## src/rtl/cdc_handshake_rx_if.sv

```systemverilog
// Bundles the 4-phase REQ/ACK crossing bus with the receive-side valid/ready port.
// slave: receiver end; master: sender and downstream consumer end.
interface cdc_handshake_rx_if #(
   parameter int unsigned DATA_W = 8
);
   logic              REQ_ASYNC;
   logic [DATA_W-1:0] DATA_ASYNC;
   logic              ACK;
   logic [DATA_W-1:0] OUT_DATA;
   logic              OUT_VALID;
   logic              OUT_READY;
   logic              BUSY;
   logic              ERR;

   modport slave (
      input  REQ_ASYNC, DATA_ASYNC, OUT_READY,
      output ACK, OUT_DATA, OUT_VALID, BUSY, ERR
   );

   modport master (
      output REQ_ASYNC, DATA_ASYNC, OUT_READY,
      input  ACK, OUT_DATA, OUT_VALID, BUSY, ERR
   );
endinterface

```

## src/rtl/cdc_handshake_rx.sv

```systemverilog
// Receive side of a 4-phase REQ/ACK crossing: synchronises REQ, captures the held bus,
// hands it downstream over valid/ready and sequences ACK. Optional macro: CDC_RX_TIMEOUT_EN.
module cdc_handshake_rx #(
   parameter int unsigned DATA_W      = 8,
   parameter int unsigned SYNC_STAGES = 3,
   parameter int unsigned TIMEOUT_CYC = 255
) (
   input  logic                CLK,
   input  logic                RST,
   cdc_handshake_rx_if.slave   bus
);

   localparam int unsigned CNT_W = 16;

   if (SYNC_STAGES < 2 || SYNC_STAGES > 4) begin : g_bad_sync_stages
      $error("cdc_handshake_rx: SYNC_STAGES must be 2..4");
   end
   if (TIMEOUT_CYC < 1 || TIMEOUT_CYC > 65535) begin : g_bad_timeout_cyc
      $error("cdc_handshake_rx: TIMEOUT_CYC must be 1..65535");
   end

   typedef enum logic [1:0] {
      S_IDLE,
      S_DELIVER,
      S_ACK_WAIT
`ifdef CDC_RX_TIMEOUT_EN
      , S_ERROR
`endif
   } state_t;

   state_t                 state_q, state_d;
   logic [SYNC_STAGES-1:0] sync_q, sync_d;
   logic                   ack_q, ack_d;
   logic                   valid_q, valid_d;
   logic [DATA_W-1:0]      data_q, data_d;
   logic                   busy_q, busy_d;
   logic                   req_s;

`ifdef CDC_RX_TIMEOUT_EN
   localparam logic [CNT_W-1:0] TIMEOUT_LAST = CNT_W'(TIMEOUT_CYC - 1);
   logic [CNT_W-1:0] cnt_q, cnt_d;
   logic             err_q, err_d;
`endif

   // Only REQ is synchronised; DATA_ASYNC is held stable by the sender while req_s=1.
   assign sync_d = {sync_q[SYNC_STAGES-2:0], bus.REQ_ASYNC};
   assign req_s  = sync_q[SYNC_STAGES-1];

   always_ff @(posedge CLK or posedge RST) begin
      if (RST) begin
         state_q <= S_IDLE;
         sync_q  <= '0;
         ack_q   <= 1'b0;
         valid_q <= 1'b0;
         data_q  <= '0;
         busy_q  <= 1'b0;
`ifdef CDC_RX_TIMEOUT_EN
         cnt_q   <= '0;
         err_q   <= 1'b0;
`endif
      end else begin
         state_q <= state_d;
         sync_q  <= sync_d;
         ack_q   <= ack_d;
         valid_q <= valid_d;
         data_q  <= data_d;
         busy_q  <= busy_d;
`ifdef CDC_RX_TIMEOUT_EN
         cnt_q   <= cnt_d;
         err_q   <= err_d;
`endif
      end
   end

   always_comb begin
      state_d = state_q;
      ack_d   = ack_q;
      valid_d = valid_q;
      data_d  = data_q;
`ifdef CDC_RX_TIMEOUT_EN
      cnt_d   = cnt_q;
      err_d   = err_q;
`endif
      case (state_q)
         S_IDLE: begin
            ack_d   = 1'b0;
            valid_d = 1'b0;
            if (req_s) begin
               data_d  = bus.DATA_ASYNC;
               valid_d = 1'b1;
               state_d = S_DELIVER;
            end
         end
         S_DELIVER: begin
            if (bus.OUT_READY) begin
               valid_d = 1'b0;
               ack_d   = 1'b1;
               state_d = S_ACK_WAIT;
`ifdef CDC_RX_TIMEOUT_EN
               cnt_d   = '0;
`endif
            end
         end
         S_ACK_WAIT: begin
            ack_d = 1'b1;
            if (!req_s) begin
               ack_d   = 1'b0;
               state_d = S_IDLE;
            end
`ifdef CDC_RX_TIMEOUT_EN
            // cnt_q counts edges already spent in ACK_WAIT; this edge is the TIMEOUT_CYC-th.
            else if (cnt_q == TIMEOUT_LAST) begin
               err_d   = 1'b1;
               ack_d   = 1'b0;
               state_d = S_ERROR;
            end else begin
               cnt_d = cnt_q + CNT_W'(1);
            end
`endif
         end
`ifdef CDC_RX_TIMEOUT_EN
         S_ERROR: begin
            ack_d = 1'b0;
            if (!req_s) begin
               state_d = S_IDLE;
            end
         end
`endif
         default: begin
            ack_d   = 1'b0;
            valid_d = 1'b0;
            state_d = S_IDLE;
         end
      endcase
      busy_d = (state_d != S_IDLE);
   end

   assign bus.ACK       = ack_q;
   assign bus.OUT_VALID = valid_q;
   assign bus.OUT_DATA  = data_q;
   assign bus.BUSY      = busy_q;
`ifdef CDC_RX_TIMEOUT_EN
   assign bus.ERR       = err_q;
`else
   assign bus.ERR       = 1'b0;
`endif

endmodule

```

## src/flat_wrapper.sv

```systemverilog
// flat-port wrapper written by rule: the top's interface ports become plain ports
module cdc_handshake_rx_flat 
#(
   parameter int unsigned DATA_W      = 8,
   parameter int unsigned SYNC_STAGES = 3,
   parameter int unsigned TIMEOUT_CYC = 255
)
  (CLK, RST, bus_REQ_ASYNC, bus_DATA_ASYNC, bus_OUT_READY, bus_ACK, bus_OUT_DATA, bus_OUT_VALID, bus_BUSY, bus_ERR);
  cdc_handshake_rx_if #(.DATA_W(DATA_W)) bus_i ();
  input  logic CLK;
  input  logic RST;
  input wire logic [$bits(bus_i.REQ_ASYNC)-1:0] bus_REQ_ASYNC;
  input wire logic [$bits(bus_i.DATA_ASYNC)-1:0] bus_DATA_ASYNC;
  input wire logic [$bits(bus_i.OUT_READY)-1:0] bus_OUT_READY;
  output wire logic [$bits(bus_i.ACK)-1:0] bus_ACK;
  output wire logic [$bits(bus_i.OUT_DATA)-1:0] bus_OUT_DATA;
  output wire logic [$bits(bus_i.OUT_VALID)-1:0] bus_OUT_VALID;
  output wire logic [$bits(bus_i.BUSY)-1:0] bus_BUSY;
  output wire logic [$bits(bus_i.ERR)-1:0] bus_ERR;
  assign bus_i.REQ_ASYNC = bus_REQ_ASYNC;
  assign bus_i.DATA_ASYNC = bus_DATA_ASYNC;
  assign bus_i.OUT_READY = bus_OUT_READY;
  assign bus_ACK = bus_i.ACK;
  assign bus_OUT_DATA = bus_i.OUT_DATA;
  assign bus_OUT_VALID = bus_i.OUT_VALID;
  assign bus_BUSY = bus_i.BUSY;
  assign bus_ERR = bus_i.ERR;
  cdc_handshake_rx #(.DATA_W(DATA_W), .SYNC_STAGES(SYNC_STAGES), .TIMEOUT_CYC(TIMEOUT_CYC)) u_core (.CLK(CLK), .RST(RST), .bus(bus_i));
endmodule
```

## config.mk

```make
export PLATFORM = sky130hd
export DESIGN_NAME = cdc_handshake_rx_flat
export DESIGN_NICKNAME = d
export VERILOG_FILES = /design/src/rtl/cdc_handshake_rx_if.sv /design/src/rtl/cdc_handshake_rx.sv /design/src/flat_wrapper.sv
export SDC_FILE = /design/constraint.sdc
export NUM_CORES = 1
export LEC_CHECK = 0
export ABC_AREA = 0
export CORE_MARGIN = 2
export CORE_UTILIZATION = 38
export CTS_BUF_LIST = sky130_fd_sc_hd__clkbuf_16
export DETAILED_ROUTE_END_ITERATION = 10
export PLACE_DENSITY = 0.72
export SYNTH_ARGS = -nofsm -noshare
export SYNTH_HDL_FRONTEND = slang
export SYNTH_SLANG_ARGS = --single-unit
```

## constraint.sdc

```tcl
create_clock -name CLK -period 1.4 [get_ports CLK]
set_input_delay 0.28 -clock CLK [delete_from_list [all_inputs] [get_ports CLK]]
set_output_delay 0.28 -clock CLK [all_outputs]
set_load 0.03 [all_outputs]
```

==> impl_metrics.toml, run 1 <==
[critical_path]
reg2reg_slack_ns = 0.05
path_max_fanout = 3
critPathMaxStageDelay_ns = 0.39
r2r-end = "u_core.bus.ACK"
worstPathArrival_ns = 1.48
slowest_stage = "dfrtp_1"
crit_type = "flip-flop to flip-flop"
r2r_start = "u_core.state_q[0]"
worstPathRequired_ns = 1.53
r2r_cells = 5
worstSetupStartpointType = "flip-flop"
path_cells = "inv_1 -> ha_1 -> and2_4 -> mux2_2 -> a22o_1"
endpoint_kind = "flip-flop"

[floorplanning]
rows = 15
pin_count = 24
initial_core_util_pct = 39.4
die_h_um = 45.9
coreArea_um2 = 1690
die_area_um2 = 2100
die_w_um = 45.9

[timing]
hold_viol = 0
fin_crit_ns = 1.35
max_freq_mhz = 739
fin_crit_sh_pct = 96.7
slew_viol_final = 0
rsz0062_at_grt = "false"
skew_ns = 0.00209
setup_viol = 0
setup_tns_ns = 0

[power]
p_leak_nw = 0.481
p_per_area_nw_per_um2 = 2350
peakVddDrop_mv = 1.66

[clocking]
cts_sinks = 16
cts_tree = "built"
root_buffer = "clkbuf_16"
numCtsBuffers = 3
insertion_delay_ns = 0.24
htreeDepth = 1
cts_buffer_depth = 2
clk_pin_slew_ns = 0.05

[grt]
first_global_vias = 416
antenna_found_initial = 0
track_usage_pct = 13.5
grt_pass1_wl_um = 1860
grt_max_degree = 11
grt.overflow.total = 0

[final_layout]
drive_gt1_share_pct = 25.3
diodes = 0
layout.cells.non_filler = 96
num-nets-final = 96
areaGrowthSynthToFinish_pct = 51.3

[drt]
postRouteAntennaNets = 0
drtIter0Drc = 7
dr.pass1.iters = 2
wl_um = 1140
drc = 0
wire_per_inst_um = 11.9
drt-vias-per-instance = 4.78
num_vias = 459

[placed_design]
post-place-cells = 91
gp_congestion = 0.699
hpwl_um = 897
portBuffers = 22

[synth]
synthCells = 49
avgSynthCellArea_um2 = 13.6
ys_types = 16
yosys_warnings = 0
syn_area_um2 = 666
yosys-top-cells-area = "dfrtp_1, mux2_2, ha_1, a21oi_1, o21ai_0"
yosysTopAreaCell = "dfrtp_1"
ys_ff_latch = 16
synthesis.nets = 65
yosysTopAreaCellShare_pct = 60.2
synth_seq_area_share_pct = 60.2

[worst_hold_path]
hold_class = "input pin to async pin"

[flow_run]
drv_cap = 0

[run_status]
outcome = "finished clean"
cells by family (layout without fill, tap and decap cells):
group | after synthesis | after routing | synth area share [%]
AND/OR/NAND/NOR | 7 | 7 | 6.77
buffers and inverters | 4 | 34 | 2.82
adder cells (fa/ha/maj) | 4 | 4 | 7.52
other | 1 | 1 | 0.563
AO/OA/AOI/OAI | 8 | 8 | 6.95
multiplexers | 9 | 9 | 15.2
flip-flops | 16 | 16 | 60.1
layout by cell type (no fill, tap or decap):
| cell | count |
|---|---|
| dfrtp_1 | 16 |
| clkdlybuf4s50_1 | 11 |
| dlygate4sd2_1 | 11 |
| mux2_2 | 9 |
| buf_4 | 5 |
| ha_1 | 4 |
| inv_1 | 3 |
| a21oi_1 | 3 |
| clkbuf_16 | 3 |
| o21ai_0 | 2 |
| nor3_1 | 2 |
| nand2_4 | 1 |
| and2b_1 | 1 |
| and2_4 | 1 |
| and2b_2 | 1 |
| nor2_1 | 1 |
| a22o_1 | 1 |
| o21ai_1 | 1 |
| o31ai_1 | 1 |
| conb_1 | 1 |
| clkinv_1 | 1 |
cell type report:
class	instances	area [um^2]
Fill cell	147	682
Sequential cell	16	400
Multi-Input combinational cell	29	251
Timing Repair Buffer	27	244
Clock buffer	3	75.1
Tap cell	17	21.3
Inverter	3	11.3
Clock inverter	1	3.75
per-stage QoR:
step	cell area (um^2)	utilization [%]	setup WS, ns	hold WS [ns]	total power (W)
2_1_floorplan	666	-	0.0463	0.194	0.00146
3_3_place_gp	930	55.0	0.0335	0.338	0.00191
3_5_place_dp	930	55.0	0.00261	0.341	0.00193
4_1_cts	1000	59.2	0.0203	0.271	0.00238
5_1_grt	1010	59.6	0.000961	0.291	0.00252
6_report	1010	59.6	0.0468	0.266	0.00237
metal layers:
metal  wire length, um  GRT usage [%]
met4                 0           6.86
met3                51           7.54
met2               575           20.0
met5                 0              0
met1               518           15.5
worst max-delay path by stage:
| stage | start | endpoint | slack [ns] | cells after the start |
|---|---|---|---|---|
| after floorplan | u_core.state_q[0] | u_core.bus.ACK | 0.05 | 5 |
| after CTS | u_core.state_q[0] | u_core.bus.ACK | 0.02 | 5 |
| after detailed placement | bus_OUT_READY | u_core.state_q[0] | 0.003 | 4 |
| final | u_core.state_q[0] | u_core.bus.ACK | 0.05 | 5 |
| after global routing | u_core.state_q[0] | u_core.bus.ACK | 0.001 | 5 |
| after global placement | u_core.state_q[0] | u_core.bus.OUT_DATA[5] | 0.03 | 4 |
where the power goes:
part	switching, W	internal (W)
clock	0.000157	0.000377
sequential	0.0000941	0.000652
combinational	0.000614	0.000477
total	0.000866	0.00151
cell usage after synthesis, drive strengths merged:
cell and number:
a21oi 3, o31ai 1, dfrtp 16, nand2 1
a22o 1, nor3 2, ha 4, o21ai 3
and2b 2, buf 1, conb 1, nor2 1
mux2 9, inv 3, and2 1
registers in the layout, indices dropped and copies added, names as in the netlist:
register / count
u_core.bus.OUT_VALID: 1
u_core.sync_q: 3
u_core.state_q: 2
u_core.bus.ACK: 1
u_core.bus.OUT_DATA: 8
u_core.bus.BUSY: 1
critical path: cells and delay by family (launching register included):
| family | cells | cell delay, ns |
|---|---|---|
| multiplexers | 1 | 0.25 |
| flip-flops | 1 | 0.39 |
| AO/OA/AOI/OAI | 1 | 0.17 |
| buffers and inverters | 1 | 0.08 |
| AND/OR/NAND/NOR | 1 | 0.14 |
| adder cells (fa/ha/maj) | 1 | 0.21 |
timing repair:
action | 4_1_cts | 5_1_grt
endpoints found under the setup margin | 12 | 7
hold buffers | 0 | 0
pin swaps | 0 | 0
gates resized for setup | 12 | 1
buffers inserted | 0 | 1
endpoints found under the hold margin | 0 | 0
Note: power is estimated with default switching activity, not from simulation.
==> run 2, diff against run 1 <==
--- a/config.mk
+++ b/config.mk
@@ -9,6 +9,7 @@
 export CORE_MARGIN = 2
 export CORE_UTILIZATION = 38
 export CTS_BUF_LIST = sky130_fd_sc_hd__clkbuf_16
+export CTS_CLUSTER_DIAMETER = 50
 export DETAILED_ROUTE_END_ITERATION = 10
 export PLACE_DENSITY = 0.72
 export SYNTH_ARGS = -nofsm -noshare
==> results of run 2 <==
Final layout, timing and power as in run 1 (identical DEF).
